**config.mk**
```make
export PLATFORM = sky130hd
export DESIGN_NAME = lzd_norm_ctrl
export DESIGN_NICKNAME = d
export VERILOG_FILES = /design/src/rtl/lzd_norm_ctrl.sv
export SDC_FILE = /design/constraint.sdc
export NUM_CORES = 1
export LEC_CHECK = 0
export ABC_CLOCK_PERIOD_IN_PS = 3050
export CORE_MARGIN = 2
export CORE_UTILIZATION = 48
export CTS_CLUSTER_SIZE = 10
export DETAILED_ROUTE_END_ITERATION = 8
export HOLD_SLACK_MARGIN = 0.08
export PLACE_DENSITY = 0.75
export REMOVE_ABC_BUFFERS = 1
export SKIP_LAST_GASP = 1
export SYNTH_ARGS = -nofsm -noshare
export SYNTH_HDL_FRONTEND = slang
export SYNTH_SLANG_ARGS = --single-unit
```
**constraint.sdc**
```tcl
create_clock -name clk -period 3.05 [get_ports clk]
set_input_delay 0.305 -clock clk [delete_from_list [all_inputs] [get_ports clk]]
set_output_delay 0.305 -clock clk [all_outputs]
set_load 0.02 [all_outputs]
```
**src/rtl/lzd_norm_ctrl.sv**
```systemverilog
// ---------------------------------------------------------------------------
// lzd_norm_ctrl
//
// Purpose:
//   Normalizes a W-bit word (W = 8*NBYTES). The word is shifted left until
//   its most significant set bit lands in bit W-1. The leading-zero count is
//   found one byte per cycle with a single 8-bit leading-zero detector. The
//   scan starts at the MSB byte and stops at the first nonzero byte. A
//   separate cycle then applies the shift.
//
//   Latency is measured from the accepting cycle to the first out_valid
//   cycle. It is k+2 cycles, where k is the number of bytes scanned
//   (1..NBYTES).
//
// Handshake (both ports):
//   A transfer happens on a rising edge where valid && ready are both high.
//   The producer keeps valid asserted and its data stable until that edge.
//   The consumer may drive ready independently of valid.
//   out_data, out_lz and out_zero stay stable while out_valid && !out_ready.
//
// Optional feature (macro LZD_NORM_FAST_TURN_EN):
//   When this macro is defined, in_ready is also high in DONE while
//   out_ready is high. A result handshake and a new acceptance can then
//   happen on the same edge, and the FSM goes straight from DONE to SCAN.
//   When it is undefined, at least one IDLE cycle separates two words.
//
// Ports:
//   clk        in   clock, all state updates on the rising edge
//   rst        in   synchronous active-high reset; while it is high, every
//                   output reads 0
//   in_valid   in   upstream word valid
//   in_ready   out  block can accept a word
//   in_data    in   [W-1:0] word to normalize
//   out_valid  out  result valid (DONE only)
//   out_ready  in   downstream accepts result
//   out_data   out  [W-1:0] in_data << out_lz (0 for an all-zero word)
//   out_lz     out  [clog2(W):0] leading-zero count, 0..W
//   out_zero   out  accepted word was all zero
//   dbg_state  out  [1:0] current FSM state (IDLE=0, SCAN=1, SHIFT=2, DONE=3)
// ---------------------------------------------------------------------------
module lzd_norm_ctrl #(
    parameter int NBYTES = 4
) (
    input  logic                          clk,
    input  logic                          rst,
    input  logic                          in_valid,
    output logic                          in_ready,
    input  logic [8*NBYTES-1:0]           in_data,
    output logic                          out_valid,
    input  logic                          out_ready,
    output logic [8*NBYTES-1:0]           out_data,
    output logic [$clog2(8*NBYTES):0]     out_lz,
    output logic                          out_zero,
    output logic [1:0]                    dbg_state
);

    localparam int W   = 8 * NBYTES;
    localparam int LZW = $clog2(W) + 1;
    localparam int IW  = (NBYTES > 1) ? $clog2(NBYTES) : 1;

    localparam logic [IW-1:0]  IDX_MSB = IW'(NBYTES - 1);
    localparam logic [LZW-1:0] LZ_FULL = LZW'(W);
    localparam logic [LZW-1:0] LZ_BYTE = LZW'(8);

    typedef enum logic [1:0] {
        IDLE  = 2'd0,
        SCAN  = 2'd1,
        SHIFT = 2'd2,
        DONE  = 2'd3
    } state_t;

    state_t          state;
    logic [W-1:0]    word;
    logic [IW-1:0]   idx;
    logic [LZW-1:0]  cnt;
    logic [LZW-1:0]  lz;
    logic            zero;

    logic            out_valid_q;
    logic [W-1:0]    out_data_q;
    logic [LZW-1:0]  out_lz_q;
    logic            out_zero_q;

    logic [7:0]      cur_byte;
    logic [2:0]      byte_lz;
    logic            accept;

    // Leading-zero count of one byte. A zero byte returns 0; the caller
    // handles that case separately.
    function automatic logic [2:0] lzd8(input logic [7:0] b);
        logic [2:0] r;
        r = 3'd0;
        // Ascending loop: the highest set bit is the last one to write r.
        for (int j = 0; j < 8; j++) begin
            if (b[j]) r = 3'(7 - j);
        end
        return r;
    endfunction

    // Byte selected by the scan index, built as an explicit mux.
    always_comb begin
        cur_byte = 8'h00;
        for (int b = 0; b < NBYTES; b++) begin
            if (idx == IW'(b)) cur_byte = word[b*8 +: 8];
        end
    end

    assign byte_lz = lzd8(cur_byte);

    // in_ready is combinational. It is gated by rst, so it reads 0 for the
    // whole time rst is high, including the first cycle of reset.
`ifdef LZD_NORM_FAST_TURN_EN
    assign in_ready = !rst && ((state == IDLE) || ((state == DONE) && out_ready));
`else
    assign in_ready = !rst && (state == IDLE);
`endif

    assign accept = in_valid && in_ready;

    always_ff @(posedge clk) begin
        if (rst) begin
            state       <= IDLE;
            word        <= '0;
            idx         <= '0;
            cnt         <= '0;
            lz          <= '0;
            zero        <= 1'b0;
            out_valid_q <= 1'b0;
            out_data_q  <= '0;
            out_lz_q    <= '0;
            out_zero_q  <= 1'b0;
        end else begin
            case (state)
                IDLE: begin
                    if (accept) begin
                        word  <= in_data;
                        idx   <= IDX_MSB;
                        cnt   <= '0;
                        zero  <= 1'b0;
                        state <= SCAN;
                    end
                end

                SCAN: begin
                    if (cur_byte != 8'h00) begin
                        // cnt already equals 8*(NBYTES-1-idx), so adding
                        // the byte count gives the full leading-zero count.
                        lz    <= cnt + {{(LZW-3){1'b0}}, byte_lz};
                        state <= SHIFT;
                    end else if (idx == '0) begin
                        lz    <= LZ_FULL;
                        zero  <= 1'b1;
                        state <= SHIFT;
                    end else begin
                        cnt <= cnt + LZ_BYTE;
                        idx <= idx - IW'(1);
                    end
                end

                SHIFT: begin
                    // lz == W always means an all-zero word. The explicit
                    // zero keeps the meaning clear and does not depend on
                    // how an oversized shift behaves.
                    out_data_q  <= (lz >= LZ_FULL) ? '0 : (word << lz);
                    out_lz_q    <= lz;
                    out_zero_q  <= zero;
                    out_valid_q <= 1'b1;
                    state       <= DONE;
                end

                DONE: begin
                    if (out_ready) begin
                        out_valid_q <= 1'b0;
                        state       <= IDLE;
`ifdef LZD_NORM_FAST_TURN_EN
                        if (accept) begin
                            word  <= in_data;
                            idx   <= IDX_MSB;
                            cnt   <= '0;
                            zero  <= 1'b0;
                            state <= SCAN;
                        end
`endif
                    end
                end

                default: state <= IDLE;
            endcase
        end
    end

    // The registered results are masked by rst, so every output is 0
    // while reset is held, even before the first reset edge clears them.
    assign out_valid = out_valid_q && !rst;
    assign out_data  = rst ? '0 : out_data_q;
    assign out_lz    = rst ? '0 : out_lz_q;
    assign out_zero  = out_zero_q && !rst;
    assign dbg_state = state;

endmodule

```
==> flow_summary.yaml <==
outcome:
  outcome: "finished, final reports clean"
die:
  rows: 38
  fp.dieW_um: 110
  fp.dieH_um: 110
  core-area_um2: 10800
  design.die.area_um2: 12000
  pin_count: 79
  initial_core_util: 0.493
pwr:
  p_per_area_nw_per_um2: 730
  pwr-share-seq: 0.327
  p_int_mw: 2.71
  total_power_mw: 4.67
  irDropWorstVdd_uv: 403
  leakagePower_nw: 2.30
  p_switching_mw: 1.95
  switching_share: 0.418
  pwr-share-clk: 0.175
  pwr-share-comb: 0.499
yosys:
  synth_cell_types: 64
  seq_area_frac_synth: 0.322
  synth_area_um2: 5340
  ys_warn_count: 0
  synthFlopType: "dfxtp_1"
  synth-seq-cells: 86
  synth_edf_count: 0
  synthArstFlopShare: 0
  syn_inst: 614
  syn_area_per_cell_um2: 8.70
worst_hold_path:
  hold_depth: 2
  min_to: "out_lz_q[4]$_SDFFE_PP0P_"
  hp-start: "rst"
  hold_path.class: "in2reg"
clocking:
  postCtsHoldBufs: 0
  cts_resized: 0
  clk_latency_ns: 0.37
  cts_tree: "yes"
  numCtsBuffers: 9
  path_clk_slew_ns: 0.08
  clockBufferDepth: 2
  htreeDepth: 3
  cts-root-buf: "clkbuf_8"
  cts_setup_buffers: 0
  clock-sinks: 86
worst_setup_path:
  rr_worst_depth: 8
  r2r_slack_ns: 0.33
  cp-end-kind: "register"
  worstPathRequired_ns: 3.35
  rr_endpoint: "cnt[3]$_SDFFE_PP0P_"
  slowest_stage: "nor4_1"
  path_buf_inv: 1
  path_max_fanout: 16
  startpoint_type: "register"
  slowest_delay_ns: 0.55
  criticalPathCategory: "reg2reg"
  crit_arrival_ns: 3.02
  crit_chain: "inv_1, ha_1, a211oi_1, a221oi_1, nor4_1, nand3_2, mux2_1, nor2_1"
  rr_startpoint: "idx[0]$_SDFFE_PP0P_"
  path_delay_family: "simple AND/OR/NAND/NOR gates"
timing:
  rsz0062_at_grt: "no"
  fin_ws_ns: 0.335
  slew_viol_final: 0
  setup-tns-final_ns: 0
  fin_crit_sh: 0.890
  fin_skew_ns: 0.0103
  slew-limit-headroom: 0.556
  max_freq_mhz: 368
  hold_violations: 0
  period_needed_ns: 2.72
  worst_slew_pin_slew_ns: 0.666
  setup_viol: 0
grt:
  track_usage: 0.243
  grt_start_max_net_pins: 40
  grt_overflow: 0
  grt_pass1_wl_um: 22400
  antenna_found_initial: 0
  grt_pass1_vias: 4468
detailed_routing:
  wl_um: 13900
  drtIter0Drc: 302
  drc: 0
  routedWlPerCell_um: 17.1
  drt_pass1_iterations: 5
  via_count: 4740
  vias_per_cell: 5.82
  postRouteAntennaNets: 0
final_layout:
  seq_area_um2: 1720
  drive_gt1_frac: 0.114
  nets: 718
  n_antenna_cell: 0
  utilization: 0.590
  multi_input_area_um2: 3320
  area.growth.synth_to_final_pct: 19.7
  nFillCells: 990
placement:
  portBuffers: 78
  dp_slack_ns: 0.225
  dp_hpwl_um: 10600
  gp_congestion: 0.880
job:
  maxCapViolations: 0
-- kinds of logic (layout without fill, tap and decap cells) --
family / count (synthesis) / after routing / share of synthesized area
and+or+nand+nor: 244 / 244 / 0.228
AOI/OAI and AO/OA: 121 / 121 / 0.172
other: 1 / 1 / 0.000702
adders and majority gates: 10 / 10 / 0.0234
DFF: 86 / 86 / 0.322
buffers and inverters: 71 / 132 / 0.0574
muxes: 81 / 81 / 0.197
-- layer usage --
layer	vias to the layer above	routed length [µm]	GRT usage
met3	25	616	0.0356
met5	-	0	0
met1	2254	6490	0.333
met2	138	6500	0.392
li1	2323	-	-
met4	0	318	0.0832
-- Yosys cell counts (4+ instances only) --
cell type | n | area, µm²
clkbuf_1 | 33 | 124
a31oi_1 | 4 | 25.0
a21oi_1 | 12 | 60.1
ha_1 | 10 | 125
nand3b_1 | 8 | 60.1
a211oi_1 | 12 | 90.1
nand2b_1 | 5 | 31.3
dfxtp_1 | 86 | 1720
o221ai_1 | 5 | 43.8
o2bb2ai_1 | 15 | 131
o211ai_1 | 4 | 30.0
nor2b_1 | 38 | 238
nand2_1 | 100 | 375
a32oi_1 | 4 | 35.0
nor2_1 | 35 | 131
o21ai_0 | 23 | 115
mux2i_1 | 50 | 500
mux2_2 | 11 | 124
a22o_1 | 4 | 35.0
a221oi_1 | 6 | 52.6
inv_1 | 23 | 86.3
nand3_1 | 30 | 150
nor3b_1 | 5 | 37.5
o31ai_1 | 6 | 45.0
buf_2 | 4 | 20.0
mux4_2 | 18 | 405
and2_1 | 4 | 25.0
buf_1 | 6 | 22.5
o22ai_1 | 4 | 25.0
-- power by group through the flow --
stage / Combinational [mW] / Clock, mW / Sequential (mW)
finish: 2.33 / 0.815 / 1.53
global route: 2.54 / 0.862 / 1.56
CTS: 2.31 / 0.820 / 1.52
detailed placement: 2.30 / 0 / 1.55
global placement: 2.27 / 0 / 1.53
floorplan: 1.56 / 0 / 1.62
-- worst register-to-register path, cell delays in order, from the launching register on --
cell and delay (ns):
dfxtp_1 0.40, inv_1 0.09, ha_1 0.38, a211oi_1 0.32
a221oi_1 0.16, nor4_1 0.55, nand3_2 0.28, mux2_1 0.38
nor2_1 0.09
-- how the worst max path moves through the flow --
stage,depth (start not counted),to,slack (ns),start
6_report,8,cnt[3]$_SDFFE_PP0P_,0.33,idx[0]$_SDFFE_PP0P_
5_1_grt,8,cnt[3]$_SDFFE_PP0P_,0.07,idx[0]$_SDFFE_PP0P_
4_1_cts,9,lz[1]$_SDFFE_PP0P_,0.21,idx[0]$_SDFFE_PP0P_
3_5_place_dp,9,lz[1]$_SDFFE_PP0P_,0.23,idx[1]$_SDFFE_PP0P_
3_3_place_gp,9,lz[1]$_SDFFE_PP0P_,0.34,idx[0]$_SDFFE_PP0P_
2_1_floorplan,5,out_data_q[26]$_SDFFE_PP0P_,0.18,lz[0]$_SDFFE_PP0P_
-- sequential cells by signal, indices dropped and copies added, names as in the netlist --
name	count
out_zero_q	1
lz	6
out_lz_q	6
cnt	3
zero	1
dbg_state	2
word	32
out_data_q	32
idx	2
out_valid_q	1
-- final cells by class --
cell class                      count  area share
Clock buffer                       13      0.0248
Inverter                           23      0.0135
Sequential cell                    86       0.269
Timing Repair Buffer               95       0.141
Clock inverter                      1     0.00469
Tap cell                          140      0.0274
Multi-Input combinational cell    457       0.519
-- placed cells by master, fill, tap and decap left out, types with 17 or more instances in the layout --
master,synthesis,layout
buf_4,3,17
clkdlybuf4s50_1,0,77
dfxtp_1,86,85
inv_1,23,23
mux2i_1,50,50
mux4_2,18,18
nand2_1,100,100
nand3_1,30,30
nor2_1,35,34
nor2b_1,38,38
o21ai_0,23,23
-- metrics by stage --
stage	cell area [µm²]	cells	hold slack, ns
final	6400	815	0.277
after global routing	6400	815	0.309
after CTS	6390	815	0.282
after detailed placement	6210	801	0.452
after global placement	6210	801	0.437
after floorplan	5120	566	0.374
Power figures use the tool's default switching activity.
